## config.mk

```make
export PLATFORM = sky130hd
export DESIGN_NAME = if_fetch_unit_flat
export DESIGN_NICKNAME = d
export VERILOG_FILES = /design/src/rtl/rv_pkg.sv /design/src/rtl/if_fetch_unit_if.sv /design/src/rtl/if_fetch_buf.sv /design/src/rtl/if_fetch_unit.sv /design/src/flat_wrapper.sv
export SDC_FILE = /design/constraint.sdc
export NUM_CORES = 1
export LEC_CHECK = 0
export BUFFER_PORTS_ARGS = -buffer_cell sky130_fd_sc_hd__buf_2
export CAP_MARGIN = 20
export CORE_AREA = 4 4 149 137
export DETAILED_ROUTE_END_ITERATION = 12
export DIE_AREA = 0 0 153 141
export PLACE_DENSITY = 0.65
export SYNTH_ARGS = -nofsm -noshare
export SYNTH_HDL_FRONTEND = slang
export SYNTH_SLANG_ARGS = --single-unit
```

## constraint.sdc

```tcl
create_clock -name clk -period 4.7 [get_ports clk]
set_input_delay 0.94 -clock clk [delete_from_list [all_inputs] [get_ports clk]]
set_output_delay 0.94 -clock clk [all_outputs]
set_load 0.005 [all_outputs]
```

## src/rtl/rv_pkg.sv

```systemverilog
// Shared front-end definitions: canonical NOP, fetch FSM state encoding and the
// {pc, inst} entry carried from instruction fetch toward IF/DE.
package rv_pkg;

    localparam logic [31:0] NOP_INST = 32'h0000_0013;

    typedef enum logic [1:0] {
        FS_IDLE = 2'd0,
        FS_REQ  = 2'd1,
        FS_DROP = 2'd2,
        FS_FULL = 2'd3
    } fetch_state_e;

    typedef struct packed {
        logic [31:0] pc;
        logic [31:0] inst;
    } fetch_entry_t;

endpackage

```

## src/rtl/if_fetch_unit_if.sv

```systemverilog
// Instruction-memory request/response bus between the fetch unit (master) and imem (slave).
interface if_fetch_unit_if;

    logic        imem_req;
    logic [31:0] imem_addr;
    logic        imem_ack;
    logic [31:0] imem_rdata;

    modport master (
        output imem_req,
        output imem_addr,
        input  imem_ack,
        input  imem_rdata
    );

    modport slave (
        input  imem_req,
        input  imem_addr,
        output imem_ack,
        output imem_rdata
    );

endinterface

```

## src/rtl/if_fetch_buf.sv

```systemverilog
// Small shift-style FIFO (depth 1 or 2) of fetched {pc, inst} entries; head is slot 0.
module if_fetch_buf
    import rv_pkg::*;
#(
    parameter int DEPTH = 1
) (
    input  logic         clk,
    input  logic         rst,
    input  logic         push,
    input  fetch_entry_t push_data,
    input  logic         pop,
    input  logic         flush,
    output logic         full,
    output logic         empty,
    output fetch_entry_t head
);

    localparam int CW = $clog2(DEPTH + 1);

    fetch_entry_t  mem_q   [DEPTH];
    fetch_entry_t  mem_d   [DEPTH];
    fetch_entry_t  shifted [DEPTH];
    logic [CW-1:0] cnt_q, cnt_d, wr_idx;

    for (genvar gi = 0; gi < DEPTH; gi++) begin : g_shift
        if (gi == DEPTH - 1) begin : g_last
            assign shifted[gi] = '0;
        end else begin : g_mid
            assign shifted[gi] = mem_q[gi + 1];
        end
    end

    always_comb begin
        for (int i = 0; i < DEPTH; i++) begin
            mem_d[i] = pop ? shifted[i] : mem_q[i];
        end
        // a simultaneous pop moves the tail down first, so the write lands one slot lower
        wr_idx = cnt_q - CW'(pop);
        if (push) begin
            for (int i = 0; i < DEPTH; i++) begin
                if (CW'(i) == wr_idx) begin
                    mem_d[i] = push_data;
                end
            end
        end
        cnt_d = cnt_q + CW'(push) - CW'(pop);
        if (flush) begin
            cnt_d = '0;
        end
    end

    always_ff @(posedge clk or posedge rst) begin
        if (rst) begin
            cnt_q <= '0;
            for (int i = 0; i < DEPTH; i++) begin
                mem_q[i] <= '0;
            end
        end else begin
            cnt_q <= cnt_d;
            for (int i = 0; i < DEPTH; i++) begin
                mem_q[i] <= mem_d[i];
            end
        end
    end

    assign full  = (cnt_q == CW'(DEPTH));
    assign empty = (cnt_q == '0);
    assign head  = mem_q[0];

endmodule

```

## src/rtl/if_fetch_unit.sv

```systemverilog
// Instruction fetch stage: holds the PC, issues one-at-a-time imem requests and feeds IF/DE.
// Build option IF_SKID_EN: 2-entry skid buffer; undefined: 1-entry holding register.
//
// state | meaning
// IDLE  | no request; next edge issues at fetch_pc (entered on reset or redirect+ack)
// REQ   | request at imem_addr outstanding; ack pushes the word
// DROP  | request outstanding whose word is discarded; ack refetches at fetch_pc
// FULL  | buffer full, no request; a pop re-enters REQ
module if_fetch_unit
    import rv_pkg::*;
#(
    parameter logic [31:0] RESET_PC = 32'h0000_0000,
    parameter logic [31:0] PC_INC   = 32'd4
) (
    input  logic            clk,
    input  logic            rst,
    if_fetch_unit_if.master imem,
    input  logic            stall,
    input  logic            redirect,
    input  logic [31:0]     redirect_pc,
    output logic [31:0]     inst_out,
    output logic [31:0]     pc_out,
    output logic            inst_valid
);

`ifdef IF_SKID_EN
    localparam int DEPTH = 2;
`else
    localparam int DEPTH = 1;
`endif

    localparam logic [1:0] ST_IDLE = FS_IDLE;
    localparam logic [1:0] ST_REQ  = FS_REQ;
    localparam logic [1:0] ST_DROP = FS_DROP;

    logic [1:0]   state_q, state_d;
    logic [31:0]  fetch_pc_q, fetch_pc_d;
    logic [31:0]  addr_q, addr_d;
    logic         ack_v, push, pop, full, empty, room;
    logic [1:0]   level, level_nxt;
    fetch_entry_t head, push_data;

    assign imem.imem_req  = (state_q == ST_REQ) || (state_q == ST_DROP);
    assign imem.imem_addr = addr_q;

    assign ack_v     = imem.imem_ack && imem.imem_req;
    assign push      = ack_v && (state_q == ST_REQ) && !redirect;
    assign pop       = !empty && !stall && !redirect;
    assign push_data = '{pc: addr_q, inst: imem.imem_rdata};

    assign level     = full ? 2'(DEPTH) : (empty ? 2'd0 : 2'd1);
    assign level_nxt = level + {1'b0, push} - {1'b0, pop};
    // a redirect flushes the buffer, so it always leaves room
    assign room      = redirect || (level_nxt < 2'(DEPTH));

    always_comb begin
        state_d = state_q;
        case (state_q)
            ST_REQ: begin
                if (redirect) begin
                    state_d = ack_v ? ST_IDLE : ST_DROP;
                end else if (ack_v) begin
                    state_d = room ? ST_REQ : FS_FULL;
                end
            end
            ST_DROP: begin
                if (ack_v) begin
                    state_d = redirect ? ST_IDLE : ST_REQ;
                end
            end
            default: begin
                if (room) begin
                    state_d = ST_REQ;
                end
            end
        endcase

        fetch_pc_d = fetch_pc_q;
        if (redirect) begin
            fetch_pc_d = redirect_pc;
        end else if (push) begin
            fetch_pc_d = fetch_pc_q + PC_INC;
        end
        // the dropped request keeps its address on the bus until its ack arrives
        addr_d = (state_d == ST_DROP) ? addr_q : fetch_pc_d;
    end

    always_ff @(posedge clk or posedge rst) begin
        if (rst) begin
            state_q    <= ST_IDLE;
            fetch_pc_q <= RESET_PC;
            addr_q     <= RESET_PC;
        end else begin
            state_q    <= state_d;
            fetch_pc_q <= fetch_pc_d;
            addr_q     <= addr_d;
        end
    end

    if_fetch_buf #(.DEPTH(DEPTH)) u_buf (
        .clk       (clk),
        .rst       (rst),
        .push      (push),
        .push_data (push_data),
        .pop       (pop),
        .flush     (redirect),
        .full      (full),
        .empty     (empty),
        .head      (head)
    );

    assign inst_valid = !empty;
    assign inst_out   = empty ? NOP_INST : head.inst;
    assign pc_out     = empty ? fetch_pc_q : head.pc;

endmodule
```

## src/flat_wrapper.sv

```systemverilog
// flat-port wrapper written by rule: the top's interface ports become plain ports
module if_fetch_unit_flat import rv_pkg::*;
#(
    parameter logic [31:0] RESET_PC = 32'h0000_0000,
    parameter logic [31:0] PC_INC   = 32'd4
)
  (clk, rst, stall, redirect, redirect_pc, inst_out, pc_out, inst_valid, imem_imem_req, imem_imem_addr, imem_imem_ack, imem_imem_rdata);
  if_fetch_unit_if imem_i ();
  input  logic clk;
  input  logic rst;
  input  logic stall;
  input  logic redirect;
  input  logic [31:0] redirect_pc;
  output logic [31:0] inst_out;
  output logic [31:0] pc_out;
  output logic inst_valid;
  output wire logic [$bits(imem_i.imem_req)-1:0] imem_imem_req;
  output wire logic [$bits(imem_i.imem_addr)-1:0] imem_imem_addr;
  input wire logic [$bits(imem_i.imem_ack)-1:0] imem_imem_ack;
  input wire logic [$bits(imem_i.imem_rdata)-1:0] imem_imem_rdata;
  assign imem_imem_req = imem_i.imem_req;
  assign imem_imem_addr = imem_i.imem_addr;
  assign imem_i.imem_ack = imem_imem_ack;
  assign imem_i.imem_rdata = imem_imem_rdata;
  if_fetch_unit #(.RESET_PC(RESET_PC), .PC_INC(PC_INC)) u_core (.clk(clk), .rst(rst), .imem(imem_i), .stall(stall), .redirect(redirect), .redirect_pc(redirect_pc), .inst_out(inst_out), .pc_out(pc_out), .inst_valid(inst_valid));
endmodule
```

Word-level counts from Yosys, hierarchy flattened

Cells that the tools add are included.

Memory bits (read-only): 0
Memories kept: 0
Output and inout bits: 98
Bits of input ports: 69
Bits in latches: 0
Memory bits (writable): 0
Bits in registers: 131

Shift-type cells: 0
Reduce and logical (&&, ||, !) cells: 9
$lt $le $gt $ge: 1
Divide/modulo/power cells: 0
Multiplexer cells: 17
Multiply operators: 0
Add/subtract/negate cells: 6
Bitwise gates (word level): 0
Equal/unequal tests: 3

Operators with widths:

| kind                                                                  | count |
|---|---|
| 64-bit two-way mux                                                    | 3 |
| 32-bit two-way mux                                                    | 4 |
| 32-bit by 3-bit adder with 32-bit output (second input constant)      | 1 |
| 2-bit two-way mux                                                     | 6 |
| 1-bit logical AND                                                     | 5 |
| 2-bit == test (second input constant)                                 | 2 |
| 2-bit case mux with 2 select lines                                    | 1 |
| 1-bit two-way mux                                                     | 3 |
| 2-bit by 1-bit adder with 2-bit output                                | 1 |
| 2-bit by 1-bit == test with 1-bit output (second input constant)      | 1 |
| 1-bit logical NOT                                                     | 2 |
| 1-bit logical OR                                                      | 2 |
| 2-bit by 1-bit < comparator with 1-bit output (second input constant) | 1 |
| 1-bit subtractor                                                      | 2 |
| 2-bit by 1-bit subtractor with 2-bit output                           | 1 |
| 1-bit adder                                                           | 1 |

Longest topological paths before layout

Depth after elaboration: 14
Gate-level depth with buffers: 16

Hierarchy

A second synthesis with hierarchy kept.

Cell total of the unflattened synthesis: 703
Area total of the unflattened synthesis: 6,962.9 um^2

By module, submodules not included:

| module        | area an instance (um^2) | instances | cells an instance | sequential area each (um^2) |
|---|---|---|---|---|
| if_fetch_unit | 4,117.7                 | 1         | 411               | 1,651.6 |
| if_fetch_buf  | 2,845.2                 | 1         | 292               | 1,626.6 |

Worst setup path before layout

No wires, ideal clock.

Kind: input-to-reg
Start point: input redirect
End point: register u_core.addr_q[20], in the netlist u_core.imem.imem_addr[20]
Data arrival time: 3.685 ns
Setup slack: 0.890 ns
Setup time: 0.125 ns
Cell stages on the path: 16
Required time: 4.575 ns
Path through: buf_6 inv_1 buf_6 nand3_1 clkbuf_1 buf_1 inv_1 ha_1 inv_1 ha_1 xnor2_1 a211oi_1 o32ai_2 a21oi_2 buf_2 mux2_2

RTL lines:

| item                                          | RTL line                                 | source |
|---|---|---|
| start: declaration                            | flat_wrapper.sv:12                       | `input logic redirect;` |
| 1-bit logical NOT                             | if_fetch_unit.sv:47, if_fetch_unit.sv:48 |  |
| 1-bit logical AND                             | if_fetch_unit.sv:47                      | `assign push = ack_v && (state_q == ST_REQ) && !redirect;` |
| 2-bit by 1-bit adder with 2-bit output        | if_fetch_unit.sv:52                      | `assign level_nxt = level + {1'b0, push} - {1'b0, pop};` |
| 2-bit by 1-bit subtractor with 2-bit output   | if_fetch_unit.sv:52                      |  |
| 2-bit by 1-bit < comparator with 1-bit output | if_fetch_unit.sv:54                      | `assign room = redirect \|\| (level_nxt < 2'(DEPTH));` |
| 1-bit logical OR                              | if_fetch_unit.sv:54                      |  |
| 2-bit two-way mux                             | if_fetch_unit.sv:72                      | `if (room) begin` |
| 2-bit case mux with 2 select lines *          | if_fetch_unit.sv:58                      | `case (state_q)` |
| net u_core.state_d[0]                         | if_fetch_unit.sv:36                      | `logic [1:0] state_q, state_d;` |
| 2-bit == test *                               | if_fetch_unit.sv:85                      | `addr_d = (state_d == ST_DROP) ? addr_q : fetch_pc_d;` |
| end signal: assignment                        | if_fetch_unit.sv:96                      | `addr_q <= addr_d;` |
| end: declaration                              | if_fetch_unit.sv:38                      | `logic [31:0] addr_q, addr_d;` |

The timed path passes the listed nets; every way through them passes the cells marked *.
A chain may end at the register's enable or synchronous reset.

Worst setup path after layout

Start point: register u_core.state_q[1]
End point: register u_core.addr_q[29], in the netlist u_core.imem.imem_addr[29]

RTL lines:

| item                                                                      | RTL line                                                      | source |
|---|---|---|
| start: declaration                                                        | if_fetch_unit.sv:36                                           |  |
| start signal: assignment                                                  | if_fetch_unit.sv:94                                           | `state_q <= state_d;` |
| 2-bit by 1-bit == test with 1-bit output or 2-bit == test (tied branches) | if_fetch_unit.sv:43, if_fetch_unit.sv:47, if_fetch_unit.sv:58 |  |
| 1-bit logical OR                                                          | if_fetch_unit.sv:43                                           | `assign imem.imem_req = (state_q == ST_REQ) \|\| (state_q == ST_DROP);` |
| 1-bit logical AND                                                         | if_fetch_unit.sv:46                                           | `assign ack_v = imem.imem_ack && imem.imem_req;` |
| 1-bit logical AND (2 in series)                                           | if_fetch_unit.sv:47                                           |  |
| 2-bit by 1-bit adder with 2-bit output                                    | if_fetch_unit.sv:52                                           |  |
| 2-bit by 1-bit subtractor with 2-bit output                               | if_fetch_unit.sv:52                                           |  |
| 2-bit by 1-bit < comparator with 1-bit output                             | if_fetch_unit.sv:54                                           |  |
| 1-bit logical OR                                                          | if_fetch_unit.sv:54                                           |  |
| 2-bit two-way mux                                                         | if_fetch_unit.sv:72                                           |  |
| 2-bit case mux with 2 select lines *                                      | if_fetch_unit.sv:58                                           |  |
| net u_core.state_d[0]                                                     | if_fetch_unit.sv:36                                           |  |
| 2-bit == test *                                                           | if_fetch_unit.sv:85                                           |  |

Marks and branches as above.

==> results.txt <==
----------------------------------------------------
[STA]
  Number of failing hold endpoints at the final stage ... 0
  Max Slew Vio Count ... 0
  Transition time at the pin with the least slew margin ... 847 ps
  Max Clock Freq ... 296 MHz
  Setup violation total in the final timing report ... 0
  Post-route minimum period ... 3380 ps
  RSZ-0062 raised after global routing ... false
  Share of the clock period used by the worst path after layout ... 0.719
  Max Clock Skew ... 7.20 ps
  Worst rel slew slack ... 0.436
  Final total negative setup slack ... 0 ps

[Power]
  Cell Pwr Density ... 526 nW/µm²
  Total power after layout ... 0.00425 W
  Leakage ... 3.67 nW
  Maximum ir drop on the vdd rail ... 0.252 mV

[Floorplan]
  Die Span X ... 153 µm
  Area inside the core boundary ... 18,900 µm²
  Ports placed on the boundary ... 167
  Height of the die ... 141 µm
  Total number of placement rows ... 48
  Initial core utilization ... 0.344
  Die Area ... 21,600 µm²

[Clocking]
  Clock Tree Root ... sky130_fd_sc_hd__clkbuf_16
  Post-cts resize count ... 0
  Post-cts hold buffer count ... 0
  Clock tree sinks ... 131
  CTS tree ... done
  TritonCTS Buffers ... 17
  Post-CTS setup repair buffer count ... 0
  H-tree levels ... 4
  Clock latency of the later-clocked register in the worst-skew pair ... 410 ps
  Maximum buffer depth of the clock tree ... 2
  Clock transition time at the flip-flop clock pins of the worst setup and hold paths ... 60 ps

[Route]
  Vias post-DR ... 5,153
  Per-cell via count in the routed design ... 4.82
  Antenna Violating Nets Remaining ... 0
  Total iterations of the first detailed-routing run ... 4
  Final routed DRC violation total ... 0
  Mean routed wirelength per cell ... 15.7 µm
  Final routed wirelength across all metal layers ... 16,800 µm
  Number of DRC markers in iteration 0 ... 290

[Setup path]
  Minimum setup slack among reg-to-reg paths ... 1320 ps
  Critical path peak fanout ... 24
  Worst R2R Path Depth ... 12
  Kind of capture point of the worst setup path ... register
  Worst setup path startpoint ... u_core.state_q[1]$_DFF_PP0_
  Critical path capture point ... u_core.imem.imem_addr[29]$_DFFE_PP0P_
  Data required time at the worst endpoint ... 4990 ps
  Crit Reg-Reg Startpoint ... u_core.state_q[1]$_DFF_PP0_
  R2r endpoint ... u_core.imem.imem_addr[29]$_DFFE_PP0P_
  Startpoint type of the worst setup path ... register
  WS Path Type ... register to register
  Arrival time reported for the critical path endpoint ... 3670 ps

[Finish]
  # diodes ... 0
  Fraction of final layout cells sized beyond drive strength 1 ... 0.337
  Net count, final ... 879
  Area added between synthesis and finish ... 24.6%

[Worst hold path]
  Kind of path behind the tightest hold check ... register to register

[Global routing]
  Total grt overflow ... 0
  Largest net degree at the start of global routing ... 109
  Overall fraction of global-route tracks in use ... 0.158
  Wire length of the first global-routing pass ... 27,500 µm
  Number of global-route vias before repair ... 5,224
  Antenna violations before repair ... 0

[Logic synthesis]
  Sequential-to-total area share from yosys stat ... 0.506
  Fraction of registers with async set or reset after synthesis ... 1.00
  Count of state elements after synthesis ... 131
  Primary flip-flop cell chosen by synthesis mapping ... sky130_fd_sc_hd__dfrtp_1
  Number of synthesized flops with an enable pin ... 0
  Average footprint of a synthesized cell ... 9.83 µm²
  Synth unique cells ... 52
  Synthesized cell area ... 6480 µm²
  Count of synthesis-stage warnings from yosys ... 0
  Total nets after synthesis ... 733
  Cell count after synthesis ... 659

[Status]
  Status ... finished, final reports clean

[Place]
  Placer congestion estimate ... 0.744
  Port bufs ... 166
  Final HPWL from detailed placement ... 11,200 µm

[Run]
  # Max-Cap Violations ... 0

----------------------------------------------------
where the power goes:
| group | switching [W] | total [W] | internal (W) |
|---|---|---|---|
| combinational | 0.000653 | 0.00121 | 0.000562 |
| clock | 0.000472 | 0.00128 | 0.000803 |
| sequential | 0.000243 | 0.00176 | 0.00152 |
| total | 0.00137 | 0.00425 | 0.00288 |
placed cells by master, fill, tap and decap left out, types with 8 or more instances in the layout:
cell,synthesis,routed
sky130_fd_sc_hd__nor2_1,19,19
sky130_fd_sc_hd__a31oi_1,17,17
sky130_fd_sc_hd__o21ai_0,84,84
sky130_fd_sc_hd__nand3_1,16,15
sky130_fd_sc_hd__or3_1,9,9
sky130_fd_sc_hd__nand2_1,146,146
sky130_fd_sc_hd__dfrtp_1,131,130
sky130_fd_sc_hd__inv_1,10,9
sky130_fd_sc_hd__buf_2,7,166
sky130_fd_sc_hd__mux2_1,12,12
sky130_fd_sc_hd__buf_4,4,8
sky130_fd_sc_hd__mux2_2,54,54
sky130_fd_sc_hd__and2_1,29,29
sky130_fd_sc_hd__xor2_1,9,9
sky130_fd_sc_hd__clkbuf_16,0,17
sky130_fd_sc_hd__nand4_1,10,10
flip-flops by register name (all words and copies together) (netlist names):
| signal | cells |
|---|---|
| u_core.fetch_pc_q | 32 |
| u_core.u_buf.full | 1 |
| u_core.u_buf.head | 64 |
| u_core.imem.imem_addr | 32 |
| u_core.state_q | 2 |
synth_stat cells (3+ instances only):
cell	count	area share
sky130_fd_sc_hd__mux2_1	12	0.021
sky130_fd_sc_hd__xnor2_1	3	0.0041
sky130_fd_sc_hd__a21oi_1	5	0.0039
sky130_fd_sc_hd__or3_1	9	0.0087
sky130_fd_sc_hd__inv_1	10	0.0058
sky130_fd_sc_hd__buf_2	7	0.0054
sky130_fd_sc_hd__or4_1	5	0.0058
sky130_fd_sc_hd__buf_1	7	0.0041
sky130_fd_sc_hd__and4_1	3	0.0041
sky130_fd_sc_hd__o21ai_0	84	0.065
sky130_fd_sc_hd__buf_4	4	0.0046
sky130_fd_sc_hd__dfrtp_1	131	0.51
sky130_fd_sc_hd__buf_6	5	0.0087
sky130_fd_sc_hd__nor2_1	19	0.011
sky130_fd_sc_hd__nor4_1	3	0.0029
sky130_fd_sc_hd__nand3_1	16	0.012
sky130_fd_sc_hd__and3_1	3	0.0029
sky130_fd_sc_hd__ha_1	5	0.0097
sky130_fd_sc_hd__xor2_1	9	0.012
sky130_fd_sc_hd__and2_1	29	0.028
sky130_fd_sc_hd__a31oi_1	17	0.016
sky130_fd_sc_hd__mux2_2	54	0.094
sky130_fd_sc_hd__nand2_1	146	0.085
sky130_fd_sc_hd__nand4_1	10	0.0097
sky130_fd_sc_hd__nand2b_1	5	0.0048
sky130_fd_sc_hd__clkbuf_1	25	0.014
sky130_fd_sc_hd__o31ai_1	5	0.0058
metal layers:
| metal | up-vias | global-route usage | wire length (µm) |
|---|---|---|---|
| met3 | 7 | 0.0421 | 872 |
| met5 | - | 0 | 0 |
| met4 | 0 | 0.0375 | 119 |
| met1 | 2439 | 0.220 | 8050 |
| li1 | 2568 | - | - |
| met2 | 139 | 0.249 | 7720 |
per-stage QoR:
stage	setup WS [ps]	instances	util	area, µm²	hold WS [ps]
finish	1320	1068	0.428	8070	513
floorplan	262	659	-	6480	488
detailed placement	948	1035	0.396	7470	497
global placement	981	1035	0.396	7470	487
global route	1100	1068	0.428	8070	529
CTS	1300	1067	0.427	8050	512
cell type report:
| type | count | area [µm²] |
|---|---|---|
| clock buffers | 22 | 464 |
| flip-flops and latches | 131 | 3280 |
| clock inverters | 10 | 108 |
| inverters | 10 | 42.5 |
| well taps | 250 | 313 |
| fillers | 1839 | 10800 |
| multi-input cells | 470 | 2950 |
| repair buffers | 175 | 918 |
worst min-delay path by stage:
stage	to	slack, ps	startpoint	cells after the start
floorplan	u_core.fetch_pc_q[0]$_DFF_PP0_	490	u_core.fetch_pc_q[0]$_DFF_PP0_	1
global placement	u_core.u_buf.head[63]$_DFF_PP0_	490	u_core.imem.imem_addr[31]$_DFFE_PP0P_	2
detailed placement	u_core.u_buf.head[37]$_DFF_PP0_	500	u_core.imem.imem_addr[5]$_DFFE_PP0P_	2
CTS	u_core.u_buf.head[46]$_DFF_PP0_	510	u_core.imem.imem_addr[14]$_DFFE_PP0P_	2
global route	u_core.u_buf.head[7]$_DFF_PP0_	530	rst	2
finish	u_core.u_buf.head[54]$_DFF_PP0_	510	u_core.imem.imem_addr[22]$_DFFE_PP0P_	2
worst max-delay path, cell delays in order, from the launching register on:
cell and delay, ps:
sky130_fd_sc_hd__dfrtp_1 410, sky130_fd_sc_hd__inv_1 90, sky130_fd_sc_hd__ha_1 300, sky130_fd_sc_hd__nand3_1 190, sky130_fd_sc_hd__ha_1 310, sky130_fd_sc_hd__inv_1 40, sky130_fd_sc_hd__ha_1 170, sky130_fd_sc_hd__xnor2_1 150
sky130_fd_sc_hd__a211oi_1 290, sky130_fd_sc_hd__o32ai_2 160, sky130_fd_sc_hd__a21oi_4 330, sky130_fd_sc_hd__buf_4 410, sky130_fd_sc_hd__mux2_2 380
cell families (layout without fill, tap and decap cells):
| logic type | after synthesis | after routing | synth area share |
|---|---|---|---|
| DFF | 131 | 131 | 0.506 |
| and+or+nand+nor | 263 | 263 | 0.201 |
| muxes | 67 | 67 | 0.116 |
| AOI/OAI and AO/OA | 123 | 123 | 0.108 |
| adders and majority gates | 5 | 5 | 0.00965 |
| buffers and inverters | 58 | 217 | 0.0431 |
| xor gates and xnor gates | 12 | 12 | 0.0162 |
No activity file was read; power rests on OpenSTA's default activity.
